File: src/rtl/ccd_pattern_gen.sv
// ccd_pattern_gen: stands in for the CCD sensor. It emits frame-valid,
// line-valid and 12-bit raw pixels with programmable frame and line timing,
// and fills each frame with a known test pattern.
//
// Ports:
//   iCLK        pixel clock; every output is registered on its rising edge
//   iRST        asynchronous, active-low reset
//   iEN         run enable, looked at only on a frame boundary (IDLE, or the
//               last FGAP cycle)
//   iMODE       pattern select, captured when a frame starts
//   oFVAL       frame valid
//   oLVAL       line valid
//   oDATA       raw pixel for (X,Y) while oLVAL=1, otherwise 0
//   oFrame_Cont number of frames started since reset (wraps at 2^32)
//   oBusy       high whenever the generator is not in IDLE
module ccd_pattern_gen #(
   parameter int unsigned ACTIVE_W = 1280,
   parameter int unsigned ACTIVE_H = 1024,
   parameter int unsigned H_BLANK  = 16,
   parameter int unsigned V_FRONT  = 8,
   parameter int unsigned V_BACK   = 8,
   parameter int unsigned F_GAP    = 32
) (
   input  logic        iCLK,
   input  logic        iRST,
   input  logic        iEN,
   input  logic [1:0]  iMODE,
   output logic        oFVAL,
   output logic        oLVAL,
   output logic [11:0] oDATA,
   output logic [31:0] oFrame_Cont,
   output logic        oBusy
);

   localparam int unsigned CW = 16;
   localparam int unsigned DW = 12;

   // Terminal counts: each phase ends on the cycle its counter hits these.
   localparam logic [CW-1:0] X_LAST  = CW'(ACTIVE_W - 1);
   localparam logic [CW-1:0] Y_LAST  = CW'(ACTIVE_H - 1);
   localparam logic [CW-1:0] HB_LAST = CW'(H_BLANK - 1);
   localparam logic [CW-1:0] VF_LAST = CW'(V_FRONT - 1);
   localparam logic [CW-1:0] VB_LAST = CW'(V_BACK - 1);
   localparam logic [CW-1:0] FG_LAST = CW'(F_GAP - 1);

   typedef enum logic [2:0] {
      S_IDLE,
      S_VFRONT,
      S_LINE,
      S_HBLANK,
      S_VBACK,
      S_FGAP
   } state_t;

   state_t        state;
   logic [CW-1:0] x;
   logic [CW-1:0] y;
   logic [CW-1:0] cnt;
   logic [1:0]    mode_q;
   logic          start_c;

   // Pixel value for (px,py). f is the low nibble of the current frame count.
   function automatic logic [DW-1:0] pixel(input logic [1:0]    m,
                                           input logic [DW-1:0] px,
                                           input logic [DW-1:0] py,
                                           input logic [3:0]    f);
      logic [DW-1:0] p;
      case (m)
         2'd0:    p = px;
         2'd1:    p = py;
         2'd2:    p = (px[0] ^ py[0]) ? 12'h000 : 12'hFFF;
         default: p = {f, py[3:0], px[3:0]};
      endcase
      return p;
   endfunction

   // A new frame may start only from IDLE or on the final FGAP cycle.
   assign start_c = iEN && ((state == S_IDLE) ||
                            ((state == S_FGAP) && (cnt == FG_LAST)));

   // Timing FSM. Outputs are assigned together with the state they belong to,
   // so they come straight from flops and line up with the state register.
   always_ff @(posedge iCLK or negedge iRST) begin
      if (!iRST) begin
         state       <= S_IDLE;
         x           <= '0;
         y           <= '0;
         cnt         <= '0;
         mode_q      <= 2'd0;
         oFVAL       <= 1'b0;
         oLVAL       <= 1'b0;
         oDATA       <= '0;
         oFrame_Cont <= '0;
         oBusy       <= 1'b0;
      end else if (start_c) begin
         state       <= S_VFRONT;
         x           <= '0;
         y           <= '0;
         cnt         <= '0;
         mode_q      <= iMODE;
         oFVAL       <= 1'b1;
         oLVAL       <= 1'b0;
         oDATA       <= '0;
         oFrame_Cont <= oFrame_Cont + 32'd1;
         oBusy       <= 1'b1;
      end else begin
         case (state)
            S_IDLE: begin
               oBusy <= 1'b0;
            end

            S_VFRONT: begin
               if (cnt == VF_LAST) begin
                  state <= S_LINE;
                  cnt   <= '0;
                  x     <= '0;
                  oLVAL <= 1'b1;
                  oDATA <= pixel(mode_q, 12'd0, y[DW-1:0], oFrame_Cont[3:0]);
               end else begin
                  cnt <= cnt + 16'd1;
               end
            end

            S_LINE: begin
               if (x == X_LAST) begin
                  oLVAL <= 1'b0;
                  oDATA <= '0;
                  cnt   <= '0;
                  if (y < Y_LAST) begin
                     state <= S_HBLANK;
                     y     <= y + 16'd1;
                  end else begin
                     state <= S_VBACK;
                  end
               end else begin
                  x     <= x + 16'd1;
                  oDATA <= pixel(mode_q, x[DW-1:0] + 12'd1, y[DW-1:0],
                                 oFrame_Cont[3:0]);
               end
            end

            S_HBLANK: begin
               if (cnt == HB_LAST) begin
                  state <= S_LINE;
                  cnt   <= '0;
                  x     <= '0;
                  oLVAL <= 1'b1;
                  oDATA <= pixel(mode_q, 12'd0, y[DW-1:0], oFrame_Cont[3:0]);
               end else begin
                  cnt <= cnt + 16'd1;
               end
            end

            S_VBACK: begin
               if (cnt == VB_LAST) begin
                  state <= S_FGAP;
                  cnt   <= '0;
                  oFVAL <= 1'b0;
               end else begin
                  cnt <= cnt + 16'd1;
               end
            end

            S_FGAP: begin
               // Restart with iEN=1 is handled by start_c above.
               if (cnt == FG_LAST) begin
                  state <= S_IDLE;
                  cnt   <= '0;
                  oBusy <= 1'b0;
               end else begin
                  cnt <= cnt + 16'd1;
               end
            end

            default: begin
               state <= S_IDLE;
               oFVAL <= 1'b0;
               oLVAL <= 1'b0;
               oDATA <= '0;
               oBusy <= 1'b0;
            end
         endcase
      end
   end

endmodule

File: config.mk
export PLATFORM = sky130hd
export DESIGN_NAME = ccd_pattern_gen
export DESIGN_NICKNAME = d
export VERILOG_FILES = /design/src/rtl/ccd_pattern_gen.sv
export SDC_FILE = /design/constraint.sdc
export NUM_CORES = 1
export LEC_CHECK = 0
export CORE_AREA = 2 2 104 106
export CTS_CLUSTER_DIAMETER = 30
export DETAILED_ROUTE_END_ITERATION = 8
export DIE_AREA = 0 0 106 108
export DONT_BUFFER_PORTS = 1
export GPL_TIMING_DRIVEN = 1
export PLACE_DENSITY = 0.72
export SLEW_MARGIN = 20
export SYNTH_ARGS = -nofsm -noshare
export SYNTH_HDL_FRONTEND = slang
export SYNTH_SLANG_ARGS = --single-unit
File: constraint.sdc
create_clock -name iCLK -period 2.2 [get_ports iCLK]
set_input_delay 0.22 -clock iCLK [delete_from_list [all_inputs] [get_ports iCLK]]
set_output_delay 0.22 -clock iCLK [all_outputs]
set_load 0.1 [all_outputs]
==> run_results.csv <==
group,metric,value,unit
grt,overflow,0,
synthesis,async_reset_ff_share,100,%
cts,cts_made_buffers,9,
synthesis,post_synth_and_or_nand_nor_area_fraction,25.4,%
die,start_util,54.1,%
finish,layout_common_cells,"121 x buf_4, 82 x dfrtp_1, 73 x nand2_1, 66 x nor2_1, 33 x a21oi_1",
status,outcome,"complete, but fails checks",
die,die_x,106,um
grt,grt_pass1_wl,23.6,mm
finish,area_growth_syn_to_layout,26.3,%
power,peakVddDrop,1.10,mV
die,row_count,37,
setup_path,worst-path-max-fanout,5,
sta,hold-worst-slack,-0.477,ns
drt,via_count,5222,
die,die_h,108,um
cts,clk-insertion-delay-late,0.39,ns
synthesis,synth_cell_types,61,
grt,grt_use_total,25.9,%
synthesis,syn_area_per_cell,8.81,sq um
min_path,hp-class,"in2async",
job,maxCapViolations,0,
setup_path,end_kind,"flip-flop",
drt,wire_per_inst,16.9,um
die,die-area,11400,sq um
sta,finalHoldViolCount,100,
finish,design_area,6990,sq um
finish,layout_commonest_cell,"buf_4",
finish,nets,746,
drt,drc,0,
drt,drt_iter0_drc,416,
sta,fin_worst_skew,0.0120,ns
drt,final_antenna_net_count,0,
setup_path,worstSetupPathType,"reg2reg",
cts,htreeDepth,3,
sta,fmaxAchievable,443,MHz
grt,grt_pass1_vias,4844,
sta,fin_ws,-0.0580,ns
drt,wl,14.9,mm
synthesis,synth_edf_count,0,
setup_path,startpoint_type,"flip-flop",
place,routabilityCongestion,0.981,
finish,stdcell_count,878,
grt,grt_start_max_net_pins,101,
power,power_density,1210,nW/um^2
setup_path,worst-endpoint-arrival,2.59,ns
finish,multi_input_area,3050,sq um
synthesis,muxShareOfSynthArea,0.543,%
status,violations,"negative hold slack, negative setup slack",
sta,tns,-0.0598,ns
synthesis,synth_ff_type,"dfrtp_1",
setup_path,timing.rr.start,"x[0]",
finish,drive_gt1_share,28.4,%
cts,cts.path.max_buffers,2,
synthesis,synthAdderAreaFrac,1.09,%
sta,finalSetupViolCount,2,
sta,timing.final.crit_share,103,%
die,ios,52,
place,dp_hpwl,10.4,mm
cts,cts_tree,"done",
sta,rsz0062_at_grt,"yes",
sta,finalCriticalPeriod,2.26,ns
drt,drt_first_pass_iters,5,
synthesis,synth_xor_area_share,7.76,%
power,p_leak,3.13,nW
finish,fillers,788,
synthesis,ys_seq_elements,100,
sta,tightest_slew,0.555,ns
grt,grt_antenna_before_repair,0,
setup_path,startpoint,"x[0]",
synthesis,netlist_area,5530,sq um
synthesis,syn_nets,637,
setup_path,cp_data_required_time,2.53,ns
cts,clock-sinks,100,
place,placed_area,6510,sq um
synthesis,syn_inst,628,
drt,routed_via_density,5.95,
finish,seqCellArea,2540,sq um
sta,drv_slew,0,
synthesis,synth_seq_area_share,45.2,%
cts,cts-root-buf,"clkbuf_8",
cts,path_clk_slew,0.10,ns
synthesis,ys_warn_count,0,
synthesis,synth_compound_area_share,16.7,%
sta,timing.slew.headroom,62.7,%
place,port_buffers,0,
synthesis,synth_top_family_by_area,"simple AND/OR/NAND/NOR gates",
cts,ctsHoldBuffers,2,
finish,antennaDiodeCount,0,
die,core-area,10200,sq um
place,post-place-cells,850,
per-layer routing:
metal  vias up  share of wire [%]  global-route usage [%]
met2       214                 47                    40.9
met5         -                  0                       0
li1       2477                  -                       -
met1      2492                 43                    35.0
met4         0                2.7                    11.3
met3        39                7.0                    5.30
cell type report:
type	count	area share [%]
Inverter	10	0.537
Clock inverter	5	0.555
Sequential cell	100	36.3
Timing Repair Buffer	130	14.5
Multi-Input combinational cell	486	43.6
Tap cell	136	2.43
Clock buffer	11	2.02
registers in the layout, summed over array words and instances, names as in the netlist:
register,flops
oFrame_Cont,32
cnt,16
x,16
y,16
oDATA,12
state,3
mode_q,2
oBusy,1
oFVAL,1
oLVAL,1
worst paths after layout:
path                                  end  slack, ns  cells past startpoint
max in group asynchronous  oFrame_Cont[7]       2.53                      0
min                              oDATA[6]      -0.48                      0
max reg2reg                          x[8]      -0.06                      8
min in group iCLK          oFrame_Cont[1]       0.25                      5
min reg2reg                      oDATA[7]       0.50                      2
max                                  x[8]      -0.06                      8
Yosys cell counts (3+ instances only):
cell type  count  area share [%]
and4_1         5            0.79
ha_1           4            0.90
o31ai_1        9             1.2
mux2i_1        3            0.54
a31oi_1       14             1.6
clkbuf_1      18             1.2
or4_1          3            0.41
nand3_1       26             2.4
and2_1        10             1.1
o21a_1         4            0.54
nand3b_1       3            0.41
nand2_1       78             5.3
nand4_1       28             3.2
buf_2          8            0.72
nand2b_1       8            0.90
o21ai_0       51             4.6
xnor2_1       23             3.6
or3_1          3            0.34
nor3_1        16             1.4
a21o_1         6            0.81
dfrtp_1      100              45
nor4_1         5            0.57
xor2_1        26             4.1
nor2_1        67             4.5
a22o_1         4            0.63
o41ai_1        4            0.63
a21oi_1       35             3.2
a22oi_1        4            0.54
a211oi_1       4            0.54
and3_1         9             1.0
nor2b_1        3            0.34
inv_1          9            0.61
o211ai_1       3            0.41
or2_2          3            0.34
where the power goes:
| part | internal (mW) | switching (mW) | leakage [nW] |
|---|---|---|---|
| Combinational | 1.69 | 3.20 | 1.75 |
| Clock | 0.444 | 0.673 | 0.0778 |
| Sequential | 2.19 | 0.271 | 1.31 |
| Total | 4.32 | 4.14 | 3.13 |
cell families (layout without fill, tap and decap cells):
| kind of cell | count (synthesis) | in the layout |
|---|---|---|
| simple gates | 278 | 278 |
| compound gates | 151 | 151 |
| flops | 100 | 100 |
| xor+xnor | 49 | 49 |
| buf+inv | 42 | 156 |
| fa+ha+maj | 5 | 5 |
| mux | 3 | 3 |
repair_timing:
action / 4_1_cts / 5_1_grt
hold endpoints to repair: 102 / 100
resized for setup: 9 / 62
endpoints found under the setup margin: 21 / 67
setup buffers: 3 / 6
cloned: 0 / 1
pin swaps: 5 / 21
per-stage QoR:
stage | total power, mW | setup slack [ns] | utilization [%]
after CTS | 8.06 | -0.00742 | 66.1
after global routing | 8.95 | -0.109 | 68.3
after floorplan | 5.50 | -0.0403 | -
final | 8.46 | -0.0580 | 68.3
after detailed placement | 6.89 | -0.155 | 63.6
after global placement | 6.79 | -0.0245 | 63.6
critical path, stage by stage, from the launching register on:
cell	delay (ns)
dfrtp_1	0.39
ha_2	0.19
nand4_1	0.18
nor4_4	0.10
buf_4	0.15
o31a_1	0.27
a211o_4	0.38
or4_1	0.47
nand2_1	0.07
Power figures use the tool's default switching activity.
